### src/rtl/game_move_sequencer.sv
// ---------------------------------------------------------------------------
// game_move_sequencer
//
// Purpose:
//   Game-flow controller for a 2048 board. It turns one-cycle keyboard pulses
//   into move and spawn requests for the board datapath. It also runs the
//   win/lose check after every changed move, and keeps the score and the
//   count of changed moves.
//
// Ports:
//   clk, rst_n               system clock, synchronous active-low reset
//   key_left/up/down/right   one-cycle direction pulses
//   key_start                one-cycle pulse: start / new game
//   key_menu                 one-cycle pulse: back to menu
//   key_reset                one-cycle pulse: restart the game from any state
//   move_req / move_dir      move request (held until move_done) and its direction
//                            (0=left 1=up 2=down 3=right)
//   move_done                datapath finished the move (1-cycle pulse)
//   move_changed, merge_pts  move result, valid together with move_done
//   spawn_req / spawn_done   tile-spawn request (held until done) and its completion
//   has_2048, can_move       board status levels, used in CHECK
//   board_clr                one-cycle board clear pulse
//   state                    MENU=0 PLAY=1 MOVE=2 SPAWN=3 CHECK=4 WON=5 LOST=6 CLEAR=7
//   score                    saturating score
//   moves                    wrapping count of changed moves
//   busy                     high in MOVE, SPAWN, CHECK and CLEAR
//   timeout_err              sticky watchdog error, cleared by CLEAR
//
// Configuration:
//   GAME_PENDING_KEY_EN  when defined, the newest direction key received in
//                        MOVE/SPAWN/CHECK is held in a one-entry buffer. That
//                        key is replayed as soon as the sequencer is back in
//                        PLAY. When undefined, those keys are dropped.
// ---------------------------------------------------------------------------
module game_move_sequencer #(
    parameter int SCORE_W = 20,
    parameter int MOVES_W = 16,
    parameter int PTS_W   = 16,
    parameter int TIMEOUT = 1023
) (
    input  logic               clk,
    input  logic               rst_n,
    input  logic               key_left,
    input  logic               key_up,
    input  logic               key_down,
    input  logic               key_right,
    input  logic               key_start,
    input  logic               key_menu,
    input  logic               key_reset,
    output logic               move_req,
    output logic [1:0]         move_dir,
    input  logic               move_done,
    input  logic               move_changed,
    input  logic [PTS_W-1:0]   merge_pts,
    output logic               spawn_req,
    input  logic               spawn_done,
    input  logic               has_2048,
    input  logic               can_move,
    output logic               board_clr,
    output logic [2:0]         state,
    output logic [SCORE_W-1:0] score,
    output logic [MOVES_W-1:0] moves,
    output logic               busy,
    output logic               timeout_err
);

    localparam logic [2:0] ST_MENU  = 3'd0;
    localparam logic [2:0] ST_PLAY  = 3'd1;
    localparam logic [2:0] ST_MOVE  = 3'd2;
    localparam logic [2:0] ST_SPAWN = 3'd3;
    localparam logic [2:0] ST_CHECK = 3'd4;
    localparam logic [2:0] ST_WON   = 3'd5;
    localparam logic [2:0] ST_LOST  = 3'd6;
    localparam logic [2:0] ST_CLEAR = 3'd7;

    localparam int WD_W  = $clog2(TIMEOUT + 1);
    localparam int SUM_W = ((SCORE_W > PTS_W) ? SCORE_W : PTS_W) + 1;
    localparam logic [WD_W-1:0] WD_LAST = WD_W'(TIMEOUT - 1);

    logic [2:0]         state_q,       state_d;
    logic [1:0]         dir_q,         dir_d;
    logic [SCORE_W-1:0] score_q,       score_d;
    logic [MOVES_W-1:0] moves_q,       moves_d;
    logic [1:0]         spawn_cnt_q,   spawn_cnt_d;
    logic [WD_W-1:0]    wdog_q,        wdog_d;
    logic               timeout_err_q, timeout_err_d;
`ifdef GAME_PENDING_KEY_EN
    logic               pend_valid_q,  pend_valid_d;
    logic [1:0]         pend_dir_q,    pend_dir_d;
`endif

    logic               dir_key;
    logic [1:0]         dir_sel;
    logic [SUM_W-1:0]   score_sum;
    logic [SCORE_W-1:0] score_sat;

    // Direction key decode, with the priority left > up > down > right.
    always_comb begin
        dir_key = key_left | key_up | key_down | key_right;
        if (key_left)      dir_sel = 2'd0;
        else if (key_up)   dir_sel = 2'd1;
        else if (key_down) dir_sel = 2'd2;
        else               dir_sel = 2'd3;
    end

    // Saturating add. The extra carry bit tells us when the sum overflowed the score width.
    always_comb begin
        score_sum = SUM_W'(score_q) + SUM_W'(merge_pts);
        score_sat = (|score_sum[SUM_W-1:SCORE_W]) ? '1 : score_sum[SCORE_W-1:0];
    end

    always_comb begin
        // NOTE: every signal gets a default before the case, so no path can infer a latch.
        state_d       = state_q;
        dir_d         = dir_q;
        score_d       = score_q;
        moves_d       = moves_q;
        spawn_cnt_d   = spawn_cnt_q;
        timeout_err_d = timeout_err_q;
        wdog_d        = '0;

        if (key_reset) begin
            state_d = ST_CLEAR;
        end else begin
            case (state_q)
                ST_MENU: begin
                    if (key_start) state_d = ST_CLEAR;
                end
                ST_CLEAR: begin
                    score_d       = '0;
                    moves_d       = '0;
                    timeout_err_d = 1'b0;
                    spawn_cnt_d   = 2'd2;
                    state_d       = ST_SPAWN;
                end
                ST_PLAY: begin
                    if (key_menu) begin
                        state_d = ST_MENU;
`ifdef GAME_PENDING_KEY_EN
                    end else if (pend_valid_q) begin
                        state_d = ST_MOVE;
                        dir_d   = pend_dir_q;
`endif
                    end else if (dir_key) begin
                        state_d = ST_MOVE;
                        dir_d   = dir_sel;
                    end
                end
                ST_MOVE: begin
                    // A done that arrives on the last watchdog cycle still counts as a completion.
                    if (move_done) begin
                        score_d = score_sat;
                        if (move_changed) begin
                            moves_d     = moves_q + MOVES_W'(1);
                            spawn_cnt_d = 2'd1;
                            state_d     = ST_SPAWN;
                        end else begin
                            state_d = ST_PLAY;
                        end
                    end else if (wdog_q == WD_LAST) begin
                        timeout_err_d = 1'b1;
                        state_d       = ST_MENU;
                    end else begin
                        wdog_d = wdog_q + WD_W'(1);
                    end
                end
                ST_SPAWN: begin
                    // Each done starts a fresh watchdog window for the next spawn, if there is one.
                    if (spawn_done) begin
                        spawn_cnt_d = spawn_cnt_q - 2'd1;
                        if (spawn_cnt_q <= 2'd1) begin
                            spawn_cnt_d = '0;
                            state_d     = ST_CHECK;
                        end
                    end else if (wdog_q == WD_LAST) begin
                        timeout_err_d = 1'b1;
                        state_d       = ST_MENU;
                    end else begin
                        wdog_d = wdog_q + WD_W'(1);
                    end
                end
                ST_CHECK: begin
                    if (has_2048)       state_d = ST_WON;
                    else if (!can_move) state_d = ST_LOST;
                    else                state_d = ST_PLAY;
                end
                ST_WON, ST_LOST: begin
                    if (key_menu)       state_d = ST_MENU;
                    else if (key_start) state_d = ST_CLEAR;
                end
                default: state_d = ST_MENU;
            endcase
        end

`ifdef GAME_PENDING_KEY_EN
        pend_valid_d = pend_valid_q;
        pend_dir_d   = pend_dir_q;
        case (state_q)
            ST_MOVE, ST_SPAWN, ST_CHECK: begin
                // The newest key wins. A key that arrives together with a restart is not captured.
                if (dir_key && !key_reset) begin
                    pend_valid_d = 1'b1;
                    pend_dir_d   = dir_sel;
                end
            end
            ST_PLAY: begin
                if (state_d == ST_MOVE) pend_valid_d = 1'b0;
            end
            default: pend_valid_d = 1'b0;
        endcase
`endif
    end

    // NOTE: reset is synchronous, so it is sampled only on the clock edge, like any other input.
    always_ff @(posedge clk) begin
        if (!rst_n) begin
            // NOTE: sequential state uses non-blocking assignments only.
            state_q       <= ST_MENU;
            dir_q         <= '0;
            score_q       <= '0;
            moves_q       <= '0;
            spawn_cnt_q   <= '0;
            wdog_q        <= '0;
            timeout_err_q <= 1'b0;
`ifdef GAME_PENDING_KEY_EN
            pend_valid_q  <= 1'b0;
            pend_dir_q    <= '0;
`endif
        end else begin
            state_q       <= state_d;
            dir_q         <= dir_d;
            score_q       <= score_d;
            moves_q       <= moves_d;
            spawn_cnt_q   <= spawn_cnt_d;
            wdog_q        <= wdog_d;
            timeout_err_q <= timeout_err_d;
`ifdef GAME_PENDING_KEY_EN
            pend_valid_q  <= pend_valid_d;
            pend_dir_q    <= pend_dir_d;
`endif
        end
    end

    // The requests are decoded from the registered state. They rise on entry to MOVE/SPAWN and
    // drop in the same cycle the state leaves it, whether by done, restart or timeout.
    assign move_req    = (state_q == ST_MOVE);
    assign spawn_req   = (state_q == ST_SPAWN);
    assign board_clr   = (state_q == ST_CLEAR);
    assign busy        = (state_q == ST_MOVE) || (state_q == ST_SPAWN) ||
                         (state_q == ST_CHECK) || (state_q == ST_CLEAR);
    assign move_dir    = dir_q;
    assign state       = state_q;
    assign score       = score_q;
    assign moves       = moves_q;
    assign timeout_err = timeout_err_q;

endmodule
### config.mk
export PLATFORM = sky130hd
export DESIGN_NAME = game_move_sequencer
export DESIGN_NICKNAME = d
export VERILOG_FILES = /design/src/rtl/game_move_sequencer.sv
export SDC_FILE = /design/constraint.sdc
export NUM_CORES = 1
export LEC_CHECK = 0
export ABC_AREA = 1
export ABC_CLOCK_PERIOD_IN_PS = 4800
export BUFFER_PORTS_ARGS = -buffer_cell sky130_fd_sc_hd__buf_4
export CELL_PAD_IN_SITES_DETAIL_PLACEMENT = 1
export CELL_PAD_IN_SITES_GLOBAL_PLACEMENT = 1
export CORE_UTILIZATION = 41
export CTS_CLUSTER_DIAMETER = 120
export DETAILED_ROUTE_END_ITERATION = 10
export GPL_ROUTABILITY_DRIVEN = 0
export GPL_TIMING_DRIVEN = 0
export PLACE_DENSITY = 0.95
export REMOVE_ABC_BUFFERS = 1
export SLEW_MARGIN = 10
export SYNTH_ARGS = -nofsm -noshare
export SYNTH_HDL_FRONTEND = slang
export SYNTH_SLANG_ARGS = --single-unit
### constraint.sdc
create_clock -name clk -period 4.8 [get_ports clk]
set_input_delay 0.24 -clock clk [delete_from_list [all_inputs] [get_ports clk]]
set_output_delay 0.24 -clock clk [all_outputs]
set_load 0.05 [all_outputs]
* Yosys cells after proc, flatten, opt, wreduce, memory -nomap -nowiden
Cells that the tools add are included.
W data, S select, Z words.
** Word-level totals
- Register bits after elaboration :: 54
- Output and inout bits :: 46
** Operators by class
- Bitwise gates (word level) :: 6
- $lt $le $gt $ge :: 1
- Equality and inequality tests :: 15
- Reduce and logical (&&, ||, !) cells :: 14
- Muxes and demuxes :: 35
- $add $sub $neg :: 4
** Operators with widths (count)
- $mux W20 :: 2
- $pmux W20 S2 :: 1
- $mux W3 :: 11
- $mux W16 :: 2
- $pmux W16 S2 :: 1
- $mux W10 :: 3
- $add A20 B16 Y21 :: 1
- $pmux W3 S7 :: 1
- $pmux W10 S2 :: 1
- $add A16 B1 Y16 const B :: 1
- $mux W2 :: 7
- $eq A3 B3 Y1 const B :: 4
- $reduce_and A4 Y1 :: 3
- $add A10 B1 Y10 const B :: 1
- $eq A10 B10 Y1 const B :: 1
- $eq A3 B2 Y1 const B :: 2
- $ne A2 B1 Y1 const B :: 3
- $pmux W2 S3 :: 1
- $reduce_and A5 Y1 :: 1
- $mux W1 :: 4
- $ne A2 B2 Y1 const B :: 2
- $ne A4 B3 Y1 const B :: 1
- $ne A4 B4 Y1 const B :: 1
- $reduce_or A2 Y1 :: 2
- other kinds (12) :: 18

* Longest topological paths before layout
- Word-level depth :: 7
- Depth in mapped cells :: 13
- Depth with buffers taken out :: 13

* Worst setup path after synthesis
No wires, ideal clock.
- Path type :: register -> register
- From :: register state_q[1] (netlist: state[1])
- To :: register score_q[16] (netlist: score[16])
- Arrival :: 2.138 ns
- Setup time :: 0.132 ns
- Clock period less this slack :: 2.270 ns
- Path buffers :: 1
- Slack :: 2.530 ns
- Cell stages (with the launch flop) :: 9
- Cells stage by stage :: dfxtp_1 -> nand2_1 -> nor2_2 -> inv_1 -> o21ai_2 -> nand2_1 -> clkbuf_1 -> o21ai_0 -> a21oi_1
** Between the ends
- Word-level cells in the longest chain between the ends :: 3
** RTL lines
- start, declared :: line 80 : logic [2:0] state_q, state_d;
- start signal, assigned :: line 230 : state_q <= state_d;
- $eq A3 B3 Y1 (*)
- via board_clr :: line 59 : output logic board_clr,
- $reduce_bool A2 Y1 (no line)
- $reduce_and A3 Y1 (no line)
- end signal, assigned :: line 232 : score_q <= score_d;
- end, declared :: line 82 : logic [SCORE_W-1:0] score_q, score_d;
The timed path passes the listed nets; every way through them passes the cells marked *.
A chain may end at the register's enable or synchronous reset.

* Worst setup path in the final report
- From :: register state_q[1] (netlist: state[1])
- To :: register score_q[1] (netlist: score[1])
** Between the ends
- Word-level cells in the longest chain between the ends :: 3
** RTL lines
- $eq A3 B2 Y1 or $eq A3 B3 Y1 (tied branches) :: line 125 : case (state_q)
- $ne A2 B1 Y1 (no line) or $reduce_bool A2 Y1 (tied branches)
- $reduce_and A3 Y1 (no line)
Several ways; a longest one is shown, not always the timed one.

==> results by group <==
Run status
  • Status: finished clean

Timing
  • Max Clock Skew: between 0.005 and 0.006 ns
  • Fmax achieved: approximately 280 MHz
  • Final Hold Violating Endpoints: 0
  • Final slew viol count: 0
  • Slew headroom: 0.255
  • Period minus WS final: ~3.5 ns
  • Tightest Pin Transition: approximately 1.1 ns
  • RSZ-0062 raised after global routing: no
  • TNS Setup: 0 ns
  • Worst Slack Setup Final: around 1.3 ns
  • Final period util: 0.734
  • Endpoints failing setup: 0

Critical path
  • Slowest-stage cell, CP: nor2_2
  • R2R Path Start: state[1]
  • CP dominant cell by count: nor2_2
  • Setup crit start kind: flop
  • Max stage delay on crit path: about 0.92 ns
  • Worst path required time: ~5.0 ns
  • CP endpoint kind: flop
  • Setup CP Type: reg -> reg
  • R2r endpoint: score[1]
  • Worst R2R Path Depth: 8
  • Worst EP arrival: ~3.8 ns
  • Maximum fanout along the worst path: 21
  • R2R Setup Slk: roughly 1.3 ns
  • Crit-path cells: nand2_2 > nor2_2 > inv_2 > o21ai_2 > nand2_1 > nor2_2 > o21ai_0 > a21oi_1

Drt
  • DR WL/cell: ~15 µm
  • Via/cell ratio: around 5.4
  • Initial drt markers: around 110
  • DR pass1 iterations: 4
  • Total Wirelength: 11.9 mm
  • Residual DRC: 0
  • Antenna Violating Nets Remaining: 0
  • Vias: 4,230

Logic synthesis
  • Syn Inst Count: roughly 600
  • Yosys reg bits: 54
  • Synth cell types: 39
  • Synth top area cells: dfxtp_1 29%, nand2_1 18%, a21oi_1 7.5%
  • Synthesis Warnings: 0
  • Synthesized area per cell: 6.24 µm²
  • Seq/Total Area, Yosys: 0.289
  • Synthesized area: ~3700 µm²
  • Synth area leader: dfxtp_1
  • Top-area cell type share of the netlist area: 0.289

Floorplanning
  • Core Rows: 34
  • Initial Util: 0.426
  • Die Wd: 97.4 µm
  • Die Area: ~9500 µm²
  • Total core area: roughly 8800 µm²
  • IO Pins: 76
  • Die Y: 97.4 µm

Layout
  • Ant. Diodes: 0
  • Layout cells sized above 1: 0.151
  • Final Non-Filler Cells: 779
  • Area Growth Syn to Fin: 20.2%
  • Fillers: approximately 1.3k
  • Commonest non-fill, non-tap cell in the layout: nand2_1
  • Commonest cells after routing, fill and taps aside: 178 x nand2_1, 75 x buf_4, 73 x inv_1
  • Nets: 720

Global routing
  • GR met3 Demand/Resource: 0.0360
  • Layer with the highest usage: met2
  • Largest net degree at the start of global routing: 36
  • GR Layer Usage met1: 0.288
  • First-pass GRT wire length: between 20 and 25 mm
  • GRT met2 Usage: 0.483
  • Vias in the first global route: ~4.5k
  • Initial antenna violation count: 0
  • Total Routing Usage GR: 0.257
  • GRT overflow: 0

Worst hold path
  • Hold path cells: 3
  • Worst Hold Path EP: moves[10]
  • Hold/Removal Path Class: in -> reg
  • Min-delay src: rst_n

CTS
  • CTS tree: done
  • H-tree depth: 2
  • CTS sink count: 54
  • Worst skew pair latency: 0.32 ns
  • CTS Hold Buffers Added: 0
  • Max Buffers Root-to-Sink: 2
  • Total CTS buffers: 5
  • Clk slew on worst S/H paths: about 0.11 ns
  • Post-CTS Setup Bufs: 0
  • Resized Gates After CTS: 0
  • Root Buffer: clkbuf_8

Place
  • IO buf count: 75
  • Placed cell count: 771
  • HPWL Detailed: between 9 and 10 mm
  • Worst slack, placed: between 1 and 1.5 ns

Power and ir drop
  • Leakage power: about 2.1 nW
  • PwrDens: ~220 nW/µm²
  • Peak VDD IR: 0.000163 V

Flow run
  • Max_cap viols: 0
[per-layer routing]
| metal | vias up | wire length (µm) | share of wire |
|---|---|---|---|
| li1 | 2073 | - | - |
| met1 | 2026 | 4840 | 0.41 |
| met2 | 104 | 6360 | 0.53 |
| met3 | 27 | 414 | 0.035 |
| met4 | 0 | 291 | 0.024 |
| met5 | - | 0 | 0 |
[worst max-delay path: cells and delay by family, from the launching register on]
kind	cells	cell delay [ns]
and+or+nand+nor	4	2.09
DFF	1	0.51
AOI/OAI and AO/OA	3	0.57
buffers and inverters	1	0.23
[flip-flops by register name, indices dropped and copies added (netlist names)]
name and flops:
moves 16, move_dir 2, timeout_err 1, score 20, state 3, wdog_q 10, spawn_cnt_q 2
[kinds of logic after synthesis]
kind of cell             after synthesis  share of synthesized area
XOR/XNOR                              17                     0.0399
AO/OA/AOI/OAI                         85                      0.125
adder cells (fa/ha/maj)               20                     0.0690
buffers and inverters                 88                     0.0935
flip-flops                            54                      0.289
AND/OR/NAND/NOR                      335                      0.383
[area by class of cell]
type | instances | area (µm²) | area share
multi-input combinational | 457 | 2310 | 0.514
inverter | 77 | 289 | 0.0644
timing repair buffer | 75 | 563 | 0.125
clock inverter | 3 | 45.0 | 0.0100
sequential | 54 | 1080 | 0.241
tap | 108 | 135 | 0.0301
clock buffer | 5 | 68.8 | 0.0153
[worst max-delay path by stage]
| stage | start | endpoint | cells after the start |
|---|---|---|---|
| 2_1_floorplan | state[1] | score[0] | 8 |
| 6_report | state[1] | score[1] | 8 |
| 5_1_grt | state[1] | score[1] | 8 |
| 3_5_place_dp | state[1] | score[0] | 8 |
| 3_3_place_gp | state[1] | score[0] | 8 |
| 4_1_cts | state[1] | score[0] | 8 |
[cell usage after synthesis (all sizes together)]
library cell / number
o211ai: 2
xor2: 11
xnor2: 6
a311oi: 1
o221ai: 1
nor4: 2
clkbuf: 5
nand3: 48
nor3b: 5
a31oi: 1
nor2: 66
fa: 1
nor3: 19
a41oi: 1
a211oi: 3
o21bai: 2
nand3b: 1
nand4: 8
and2: 1
o31ai: 1
o21ai: 17
inv: 76
clkinv: 1
ha: 19
nand2: 183
dfxtp: 54
a21oi: 56
or2: 2
buf: 6
[metrics by stage]
step / util / power [mW] / hold WS (ns) / area, µm²
after floorplan: - / 0.595 / 0.378 / 3670
after global placement: 0.499 / 0.655 / 0.457 / 4370
after detailed placement: 0.499 / 0.663 / 0.473 / 4380
after CTS: 0.512 / 0.989 / 0.195 / 4490
after global routing: 0.512 / 1.02 / 0.213 / 4490
final: 0.512 / 0.981 / 0.207 / 4490
[report_power, final]
group	total [mW]	internal, mW	switching [mW]
clock network	0.327	0.156	0.171
logic	0.189	0.0612	0.128
registers	0.466	0.456	0.0100
total	0.981	0.672	0.309
Note: power is estimated with default switching activity, not from simulation.
